$ cat src/rtl/axi_read_arbiter_pkg.sv
`default_nettype none
// ============================================================================
//  Module   : axi_pkg
//  Purpose  : Shared types for the I/D cache AXI read-port arbiter.
//  Revision : 1.0  initial release
// ============================================================================
package axi_pkg;

    typedef struct packed {
        logic [63:0] addr;
        logic [7:0]  len;
        logic [2:0]  size;
        logic [1:0]  burst;
    } axi_ar_t;

    typedef enum logic [1:0] {
        IDLE = 2'd0,
        ADDR = 2'd1,
        DATA = 2'd2
    } arb_state_e;

    typedef enum logic {
        GNT_I = 1'b0,
        GNT_D = 1'b1
    } grant_e;

endpackage
`default_nettype wire

$ cat src/rtl/axi_read_arbiter_if.sv
`default_nettype none
// ============================================================================
//  Module   : axi_read_arbiter_if
//  Purpose  : Bundles both cache request/return channels, the AXI read port
//             and the busy/error flags around the read arbiter.
//  Revision : 1.0  initial release
// ============================================================================
interface axi_read_arbiter_if #(
    parameter int DATA_W = 64
);
    import axi_pkg::*;

    logic              i_arvalid;
    logic              d_arvalid;
    axi_ar_t           i_ar;
    axi_ar_t           d_ar;
    logic              i_arready;
    logic              d_arready;
    logic              i_rvalid;
    logic              d_rvalid;
    logic [DATA_W-1:0] i_rdata;
    logic [DATA_W-1:0] d_rdata;
    logic              i_rlast;
    logic              d_rlast;
    logic              i_rready;
    logic              d_rready;

    logic              m_arvalid;
    axi_ar_t           m_ar;
    logic              m_arready;
    logic              m_rvalid;
    logic              m_rlast;
    logic [DATA_W-1:0] m_rdata;
    logic              m_rready;

    logic              icache_reading;
    logic              dcache_reading;
    logic              protocol_err;

    // Arbiter side
    modport slave (
        input  i_arvalid, d_arvalid, i_ar, d_ar, i_rready, d_rready,
        input  m_arready, m_rvalid, m_rlast, m_rdata,
        output i_arready, d_arready, i_rvalid, d_rvalid, i_rdata, d_rdata,
        output i_rlast, d_rlast,
        output m_arvalid, m_ar, m_rready,
        output icache_reading, dcache_reading, protocol_err
    );

    // Caches plus AXI slave side
    modport master (
        output i_arvalid, d_arvalid, i_ar, d_ar, i_rready, d_rready,
        output m_arready, m_rvalid, m_rlast, m_rdata,
        input  i_arready, d_arready, i_rvalid, d_rvalid, i_rdata, d_rdata,
        input  i_rlast, d_rlast,
        input  m_arvalid, m_ar, m_rready,
        input  icache_reading, dcache_reading, protocol_err
    );

endinterface
`default_nettype wire

$ cat src/rtl/axi_read_arbiter.sv
`default_nettype none
// ============================================================================
//  Module   : axi_read_arbiter
//  Purpose  : Shares one AXI read port between icache and dcache, one burst
//             at a time, with D priority and bounded I starvation.
//  Revision : 1.0  initial release
// ============================================================================
module axi_read_arbiter
    import axi_pkg::*;
#(
    parameter int DATA_W       = 64,
    parameter int STARVE_LIMIT = 4      // must be >= 1
) (
    input  wire logic         clk,
    input  wire logic         reset,
    axi_read_arbiter_if.slave bus
);

    localparam int c_STARVE_W = $clog2(STARVE_LIMIT + 1);

    arb_state_e              r_state;
    grant_e                  r_grant;
    logic [c_STARVE_W-1:0]   r_starve_cnt;
    logic [7:0]              r_beat_cnt;
    axi_ar_t                 r_ar;
    logic                    r_protocol_err;

    arb_state_e              w_state_nxt;
    grant_e                  w_grant_nxt;
    logic [c_STARVE_W-1:0]   w_starve_nxt;
    logic [7:0]              w_beat_nxt;
    axi_ar_t                 w_ar_nxt;
    logic                    w_err_nxt;

    grant_e                  w_winner;
    logic                    w_starved;
    logic                    w_i_arready;
    logic                    w_d_arready;
    logic                    w_m_arvalid;
    logic                    w_m_rready;
    logic                    w_r_hs;
    logic                    w_own_i;
    logic                    w_own_d;
    logic [DATA_W-1:0]       w_rdata;

    function automatic grant_e pick_winner(input logic ireq, input logic dreq,
                                           input logic starved);
        if (ireq && (!dreq || starved)) begin
            return GNT_I;
        end
        return GNT_D;
    endfunction

    assign w_starved = (r_starve_cnt == c_STARVE_W'(STARVE_LIMIT));
    assign w_winner  = pick_winner(bus.i_arvalid, bus.d_arvalid, w_starved);
    assign w_r_hs    = bus.m_rvalid && w_m_rready;

    always_comb begin
        w_state_nxt  = r_state;
        w_grant_nxt  = r_grant;
        w_starve_nxt = r_starve_cnt;
        w_beat_nxt   = r_beat_cnt;
        w_ar_nxt     = r_ar;
        w_err_nxt    = r_protocol_err;
        w_i_arready  = 1'b0;
        w_d_arready  = 1'b0;
        w_m_arvalid  = 1'b0;
        w_m_rready   = 1'b0;

        case (r_state)
            IDLE: begin
                if (bus.i_arvalid || bus.d_arvalid) begin
                    w_state_nxt = ADDR;
                    w_grant_nxt = w_winner;
                    if (w_winner == GNT_I) begin
                        w_i_arready  = 1'b1;
                        w_ar_nxt     = bus.i_ar;
                        w_starve_nxt = '0;
                    end else begin
                        w_d_arready = 1'b1;
                        w_ar_nxt    = bus.d_ar;
                        if (bus.i_arvalid && !w_starved) begin
                            w_starve_nxt = r_starve_cnt + c_STARVE_W'(1);
                        end
                    end
                end
                if (bus.m_rvalid) begin
                    w_err_nxt = 1'b1;
                end
            end

            ADDR: begin
                w_m_arvalid = 1'b1;
                if (bus.m_arready) begin
                    w_state_nxt = DATA;
                    w_beat_nxt  = r_ar.len;
                end
                if (bus.m_rvalid) begin
                    w_err_nxt = 1'b1;
                end
            end

            DATA: begin
                w_m_rready = (r_grant == GNT_I) ? bus.i_rready : bus.d_rready;
                if (bus.m_rvalid && w_m_rready) begin
                    w_beat_nxt = r_beat_cnt - 8'd1;
                    // The burst always closes on rlast, even a malformed one.
                    if (bus.m_rlast) begin
                        w_state_nxt = IDLE;
                        if (r_beat_cnt != 8'd0) begin
                            w_err_nxt = 1'b1;
                        end
                    end else if (r_beat_cnt == 8'd0) begin
                        w_err_nxt = 1'b1;
                    end
                end
            end

            default: begin
                w_state_nxt = IDLE;
            end
        endcase
    end

    always_ff @(posedge clk) begin
        if (reset) begin
            r_state        <= IDLE;
            r_grant        <= GNT_D;
            r_starve_cnt   <= '0;
            r_beat_cnt     <= 8'd0;
            r_ar           <= '0;
            r_protocol_err <= 1'b0;
        end else begin
            r_state        <= w_state_nxt;
            r_grant        <= w_grant_nxt;
            r_starve_cnt   <= w_starve_nxt;
            r_beat_cnt     <= w_beat_nxt;
            r_ar           <= w_ar_nxt;
            r_protocol_err <= w_err_nxt;
        end
    end

    assign w_own_i = (r_state == DATA) && (r_grant == GNT_I) && !reset;
    assign w_own_d = (r_state == DATA) && (r_grant == GNT_D) && !reset;
    assign w_rdata = bus.m_rdata;

    // Handshake outputs are masked while reset is held so nothing leaks out.
    assign bus.i_arready      = w_i_arready && !reset;
    assign bus.d_arready      = w_d_arready && !reset;
    assign bus.m_arvalid      = w_m_arvalid && !reset;
    assign bus.m_rready       = w_m_rready && !reset;
    assign bus.m_ar           = r_ar;

    assign bus.i_rvalid       = w_own_i && bus.m_rvalid;
    assign bus.d_rvalid       = w_own_d && bus.m_rvalid;
    assign bus.i_rlast        = w_own_i && bus.m_rlast;
    assign bus.d_rlast        = w_own_d && bus.m_rlast;
    assign bus.i_rdata        = w_rdata;
    assign bus.d_rdata        = w_rdata;

    assign bus.icache_reading = (r_state != IDLE) && (r_grant == GNT_I);
    assign bus.dcache_reading = (r_state != IDLE) && (r_grant == GNT_D);
    assign bus.protocol_err   = r_protocol_err;

endmodule
`default_nettype wire

$ cat src/flat_wrapper.sv
// flat-port wrapper written by rule: the top's interface ports become plain ports
module axi_read_arbiter_flat import axi_pkg::*;
#(
    parameter int DATA_W       = 64,
    parameter int STARVE_LIMIT = 4                     
)
  (clk, reset, bus_i_arvalid, bus_d_arvalid, bus_i_ar, bus_d_ar, bus_i_rready, bus_d_rready, bus_m_arready, bus_m_rvalid, bus_m_rlast, bus_m_rdata, bus_i_arready, bus_d_arready, bus_i_rvalid, bus_d_rvalid, bus_i_rdata, bus_d_rdata, bus_i_rlast, bus_d_rlast, bus_m_arvalid, bus_m_ar, bus_m_rready, bus_icache_reading, bus_dcache_reading, bus_protocol_err);
  axi_read_arbiter_if #(.DATA_W(DATA_W)) bus_i ();
  input  wire logic clk;
  input  wire logic reset;
  input wire logic [$bits(bus_i.i_arvalid)-1:0] bus_i_arvalid;
  input wire logic [$bits(bus_i.d_arvalid)-1:0] bus_d_arvalid;
  input wire logic [$bits(bus_i.i_ar)-1:0] bus_i_ar;
  input wire logic [$bits(bus_i.d_ar)-1:0] bus_d_ar;
  input wire logic [$bits(bus_i.i_rready)-1:0] bus_i_rready;
  input wire logic [$bits(bus_i.d_rready)-1:0] bus_d_rready;
  input wire logic [$bits(bus_i.m_arready)-1:0] bus_m_arready;
  input wire logic [$bits(bus_i.m_rvalid)-1:0] bus_m_rvalid;
  input wire logic [$bits(bus_i.m_rlast)-1:0] bus_m_rlast;
  input wire logic [$bits(bus_i.m_rdata)-1:0] bus_m_rdata;
  output wire logic [$bits(bus_i.i_arready)-1:0] bus_i_arready;
  output wire logic [$bits(bus_i.d_arready)-1:0] bus_d_arready;
  output wire logic [$bits(bus_i.i_rvalid)-1:0] bus_i_rvalid;
  output wire logic [$bits(bus_i.d_rvalid)-1:0] bus_d_rvalid;
  output wire logic [$bits(bus_i.i_rdata)-1:0] bus_i_rdata;
  output wire logic [$bits(bus_i.d_rdata)-1:0] bus_d_rdata;
  output wire logic [$bits(bus_i.i_rlast)-1:0] bus_i_rlast;
  output wire logic [$bits(bus_i.d_rlast)-1:0] bus_d_rlast;
  output wire logic [$bits(bus_i.m_arvalid)-1:0] bus_m_arvalid;
  output wire logic [$bits(bus_i.m_ar)-1:0] bus_m_ar;
  output wire logic [$bits(bus_i.m_rready)-1:0] bus_m_rready;
  output wire logic [$bits(bus_i.icache_reading)-1:0] bus_icache_reading;
  output wire logic [$bits(bus_i.dcache_reading)-1:0] bus_dcache_reading;
  output wire logic [$bits(bus_i.protocol_err)-1:0] bus_protocol_err;
  assign bus_i.i_arvalid = bus_i_arvalid;
  assign bus_i.d_arvalid = bus_d_arvalid;
  assign bus_i.i_ar = bus_i_ar;
  assign bus_i.d_ar = bus_d_ar;
  assign bus_i.i_rready = bus_i_rready;
  assign bus_i.d_rready = bus_d_rready;
  assign bus_i.m_arready = bus_m_arready;
  assign bus_i.m_rvalid = bus_m_rvalid;
  assign bus_i.m_rlast = bus_m_rlast;
  assign bus_i.m_rdata = bus_m_rdata;
  assign bus_i_arready = bus_i.i_arready;
  assign bus_d_arready = bus_i.d_arready;
  assign bus_i_rvalid = bus_i.i_rvalid;
  assign bus_d_rvalid = bus_i.d_rvalid;
  assign bus_i_rdata = bus_i.i_rdata;
  assign bus_d_rdata = bus_i.d_rdata;
  assign bus_i_rlast = bus_i.i_rlast;
  assign bus_d_rlast = bus_i.d_rlast;
  assign bus_m_arvalid = bus_i.m_arvalid;
  assign bus_m_ar = bus_i.m_ar;
  assign bus_m_rready = bus_i.m_rready;
  assign bus_icache_reading = bus_i.icache_reading;
  assign bus_dcache_reading = bus_i.dcache_reading;
  assign bus_protocol_err = bus_i.protocol_err;
  axi_read_arbiter #(.DATA_W(DATA_W), .STARVE_LIMIT(STARVE_LIMIT)) u_core (.clk(clk), .reset(reset), .bus(bus_i));
endmodule
$ cat config.mk
export PLATFORM = sky130hd
export DESIGN_NAME = axi_read_arbiter_flat
export DESIGN_NICKNAME = d
export VERILOG_FILES = /design/src/rtl/axi_read_arbiter_pkg.sv /design/src/rtl/axi_read_arbiter_if.sv /design/src/rtl/axi_read_arbiter.sv /design/src/flat_wrapper.sv
export SDC_FILE = /design/constraint.sdc
export NUM_CORES = 1
export LEC_CHECK = 0
export ABC_AREA = 1
export CORE_AREA = 2 2 171 173
export CTS_CLUSTER_DIAMETER = 40
export CTS_CLUSTER_SIZE = 8
export DETAILED_ROUTE_END_ITERATION = 12
export DIE_AREA = 0 0 173 175
export DONT_BUFFER_PORTS = 1
export PLACE_DENSITY_LB_ADDON = 0.15
export SYNTH_ARGS = -nofsm -noshare
export SYNTH_HDL_FRONTEND = slang
export SYNTH_SLANG_ARGS = --single-unit
$ cat constraint.sdc
create_clock -name clk -period 1.6 [get_ports clk]
set_input_delay 0.32 -clock clk [delete_from_list [all_inputs] [get_ports clk]]
set_output_delay 0.32 -clock clk [all_outputs]
set_load 0.01 [all_outputs]
==> results.txt <==
The number of violations of the max-capacitance limit came out at 0. The pin slew with the least headroom to its limit is between 0.4 and 0.5 ns. The path class of the lowest-slack min-delay path is input pin to flip-flop.

Yosys attributes the largest share of cell area to dfxtp_1 (32%), buf_4 (17%), nand2_1 (8.1%). TritonCTS built the clock tree. The clock latency on the worst-skew pair is roughly 0.35 ns. The residual overflow from global routing is 0. The most used flip-flop cell after synthesis is dfxtp_1. The final reports fail on negative setup slack. For this design, the sink count on the clock tree is 92.

The maximum clock skew at final layout came out at 0.0135 ns. The detailed-route vias per instance came out at about 4.2. Power spread over the standard cell area amounts to between 1000 and 1500 nW/µm². The data required time at the worst endpoint is ~1.3 ns.

The placer congestion estimate came out at between 0.7 and 0.8. The post-route fraction of the period consumed by the critical path is 112%. After technology mapping, the gate count stands at slightly above 800.

The clock period minus worst slack is ~1.8 ns. The critical path's largest stage delay came out at 0.33 ns. The buffering stage count on the worst path with inverters included is 3. The number of flops mapped to enable cells by yosys is 0.

The clock-pin slew on the worst setup and hold paths came out at 0.07 ns. The analysis attributes to cell leakage a power of ~0.0022 µW. The number of placement rows came out at 62.

The count of non-filler cells in the finished layout is approximately 1100. The sequential area share after synthesis is between 30% and 40%. The vertical extent of the die is 175 µm. The number of H-tree levels is 3. After the first detailed-routing iteration, the DRC count stood at 142. The total number of yosys warnings came out at 0. The clock passes through at most 2 buffers.

The die area came out at approximately 30000 µm². The maximum achievable frequency is about 560 MHz. The data arrival time of the worst path came out at ~1.5 ns.

The total via count after detailed routing came out at 4569. The nature of the critical path startpoint is a flip-flop. The final routed wirelength across all metal layers came out at around 20000 µm. Buffers placed on the I/O ports in this run total 0. The floorplan step set the die width to roughly 170 µm. The average size of a mapped cell came out at 7.06 µm². The largest driver fanout on the critical path is 5. Counting flops with an async set or reset pin after synthesis yields a share of 0%.

The number of ports placed on the die boundary is 443. The via count of the first global-routing pass came out at 4740. The detailed-route DRC error count came out at 0. The wire length of the first global-routing pass came out at ~30000 µm.

dfxtp_1 takes more of the synthesized area than any other cell. The critical path in this run is classified as flip-flop to output port. The share of Yosys cell area claimed by the top area cell type came out at between 30% and 40%. Detailed placement ended at an HPWL of 14600 µm. Setup violations remaining at the end of the flow were counted as 36.

The starting density of the core came out at 20.1%. Among all stages on the critical path, the largest delay is contributed by dfxtp_2. The number of failing hold endpoints at the final stage is 0. The synthesized area came out at between 5000 and 6000 µm². The final worst setup slack is -0.193 ns. The unique cell type count in the Yosys netlist is 28. The number of antenna violations at the first check in global routing came out at 1. The number of max-slew violations in the final report came out at 0. Counting the buffers created by CTS gives 9. Walking the worst path, the cells encountered are inv_2 -> ha_4 -> nand2_4 -> a21oi_4 -> clkinv_4 -> nor3_4 -> buf_6.

Setup repair after global routing could not meet its margin everywhere. Dividing the detail-routed wire length by the instance count gives 18.5 µm. The first-pass iteration count of the detailed router is 5. The post-synth net total is slightly above 1000. The peak ir drop on the vdd network came out at 0.388 mV. The post-synthesis register bit count came out at slightly above 90. The final net count came out at just over 900. The number of nets with antenna violations after detailed routing came out at 0. In this design, the largest share of critical-path delay is due to flip-flops.

The overall global routing resource usage is 12.9%. The number of cells in the design after placement came out at around 1100. The worst setup path is captured at an output port. The growth of design area from synthesis to finish is 6.26%. The post-route netlist has 25.4% of its cells at a drive strength greater than 1.

The placeable core region came out at ~28000 µm². The pin count of the biggest net entering global routing is between 90 and 100. The core utilization of the finished layout came out at between 20% and 30%. The run finished, with violations left. Clock tree synthesis selected as its root buffer the cell clkbuf_16.

The relative slew slack is ~72%.
-- path summary, 6_finish.rpt --
kind                                             start                    to  slack [ns]  cells past startpoint
worst max-delay path            u_core.r_starve_cnt[0]         bus_i_arready       -0.19                      7
worst min-delay path                             reset   u_core.bus.m_ar[48]        0.05                      1
worst max register to register  u_core.r_starve_cnt[0]   u_core.bus.m_ar[44]       -0.07                     11
worst min register to register    u_core.r_beat_cnt[6]  u_core.r_beat_cnt[6]        0.50                      2
-- Yosys cell counts, drive strengths merged (2+ instances only) --
cell / count
inv: 30
nor4: 2
dfxtp: 92
a21oi: 88
clkbuf: 9
nand2: 125
nor2: 182
nor3: 2
buf: 164
o21ai: 91
nand3: 13
ha: 4
-- worst reg2reg max path, cell delays in order (launching register included) --
cell and delay (ns):
dfxtp_2 0.33, inv_2 0.07, ha_4 0.14, nand2_4 0.05
a21oi_4 0.16, buf_4 0.16, buf_8 0.14, bufbuf_16 0.28
nor2_1 0.05, nor2_2 0.06, o21ai_1 0.06, a21oi_1 0.12
-- cell type report --
cell class	instances	area (µm²)
sequential	92	1850
inverter	30	130
multi-input combinational	512	2590
clock inverter	7	103
clock buffer	9	225
fill	3263	22300
timing repair buffer	50	669
tap	384	480
antenna	1	2.50
-- logic make-up (layout without fill, tap and decap cells) --
logic type                 Yosys count  in the layout  share of synthesized area, %
other                                0              1                             0
adders and majority gates            4              4                         0.878
DFF                                 92             92                          32.3
AOI/OAI and AO/OA                  182            182                          16.3
xor gates and xnor gates             1              1                         0.154
buffers and inverters              203             96                          25.1
and+or+nand+nor                    325            325                          25.2
-- through the flow --
step / worst slack (ns) / hold slack (ns) / power [µW] / TNS (ns) / area [µm²]
6_report: -0.193 / 0.0467 / 7050 / -2.08 / 6060
5_1_grt: -0.273 / 0.00687 / 7560 / -8.31 / 6060
4_1_cts: -0.243 / -0.00123 / 7200 / -3.37 / 5930
3_5_place_dp: -0.0464 / 0.398 / 4440 / -0.0564 / 5240
3_3_place_gp: -0.00539 / 0.398 / 4450 / -0.00539 / 5240
2_1_floorplan: 0.00781 / 0.453 / 4420 / 0 / 5700
-- repair_timing --
item | CTS | global route
pin swaps | 4 | 3
cloned | 4 | 1
setup buffers | 9 | 2
resized for setup | 45 | 22
hold endpoints to repair | 1 | 0
setup endpoints to repair | 16 | 86
-- placed cells by master (no fill, tap or decap), drive strengths merged, types with 4 or more instances in the layout --
cell type	instances
nor2	182
nand2	125
dfxtp	92
o21ai	91
a21oi	88
buf	45
inv	33
nand3	13
clkbuf	10
bufbuf	4
ha	4
-- layer usage --
layer	GRT usage [%]	wire, µm	vias to the layer above
met2	22.6	10100	268
met4	6.43	708	0
met5	0.160	0	-
met3	5.31	1970	42
met1	13.3	7380	2034
li1	-	-	2225
-- flip-flops by register name, indices dropped and copies added (netlist names) --
register                 flops
u_core.r_beat_cnt            8
u_core.r_grant               1
u_core.r_state               2
u_core.bus.protocol_err      1
u_core.r_starve_cnt          3
u_core.bus.m_ar             77
-- power breakdown --
part           internal, µW  switching, µW
clock                  1400           1100
combinational           724            963
sequential             2550            311
total                  4670           2380
Note: power is estimated with default switching activity, not from simulation.
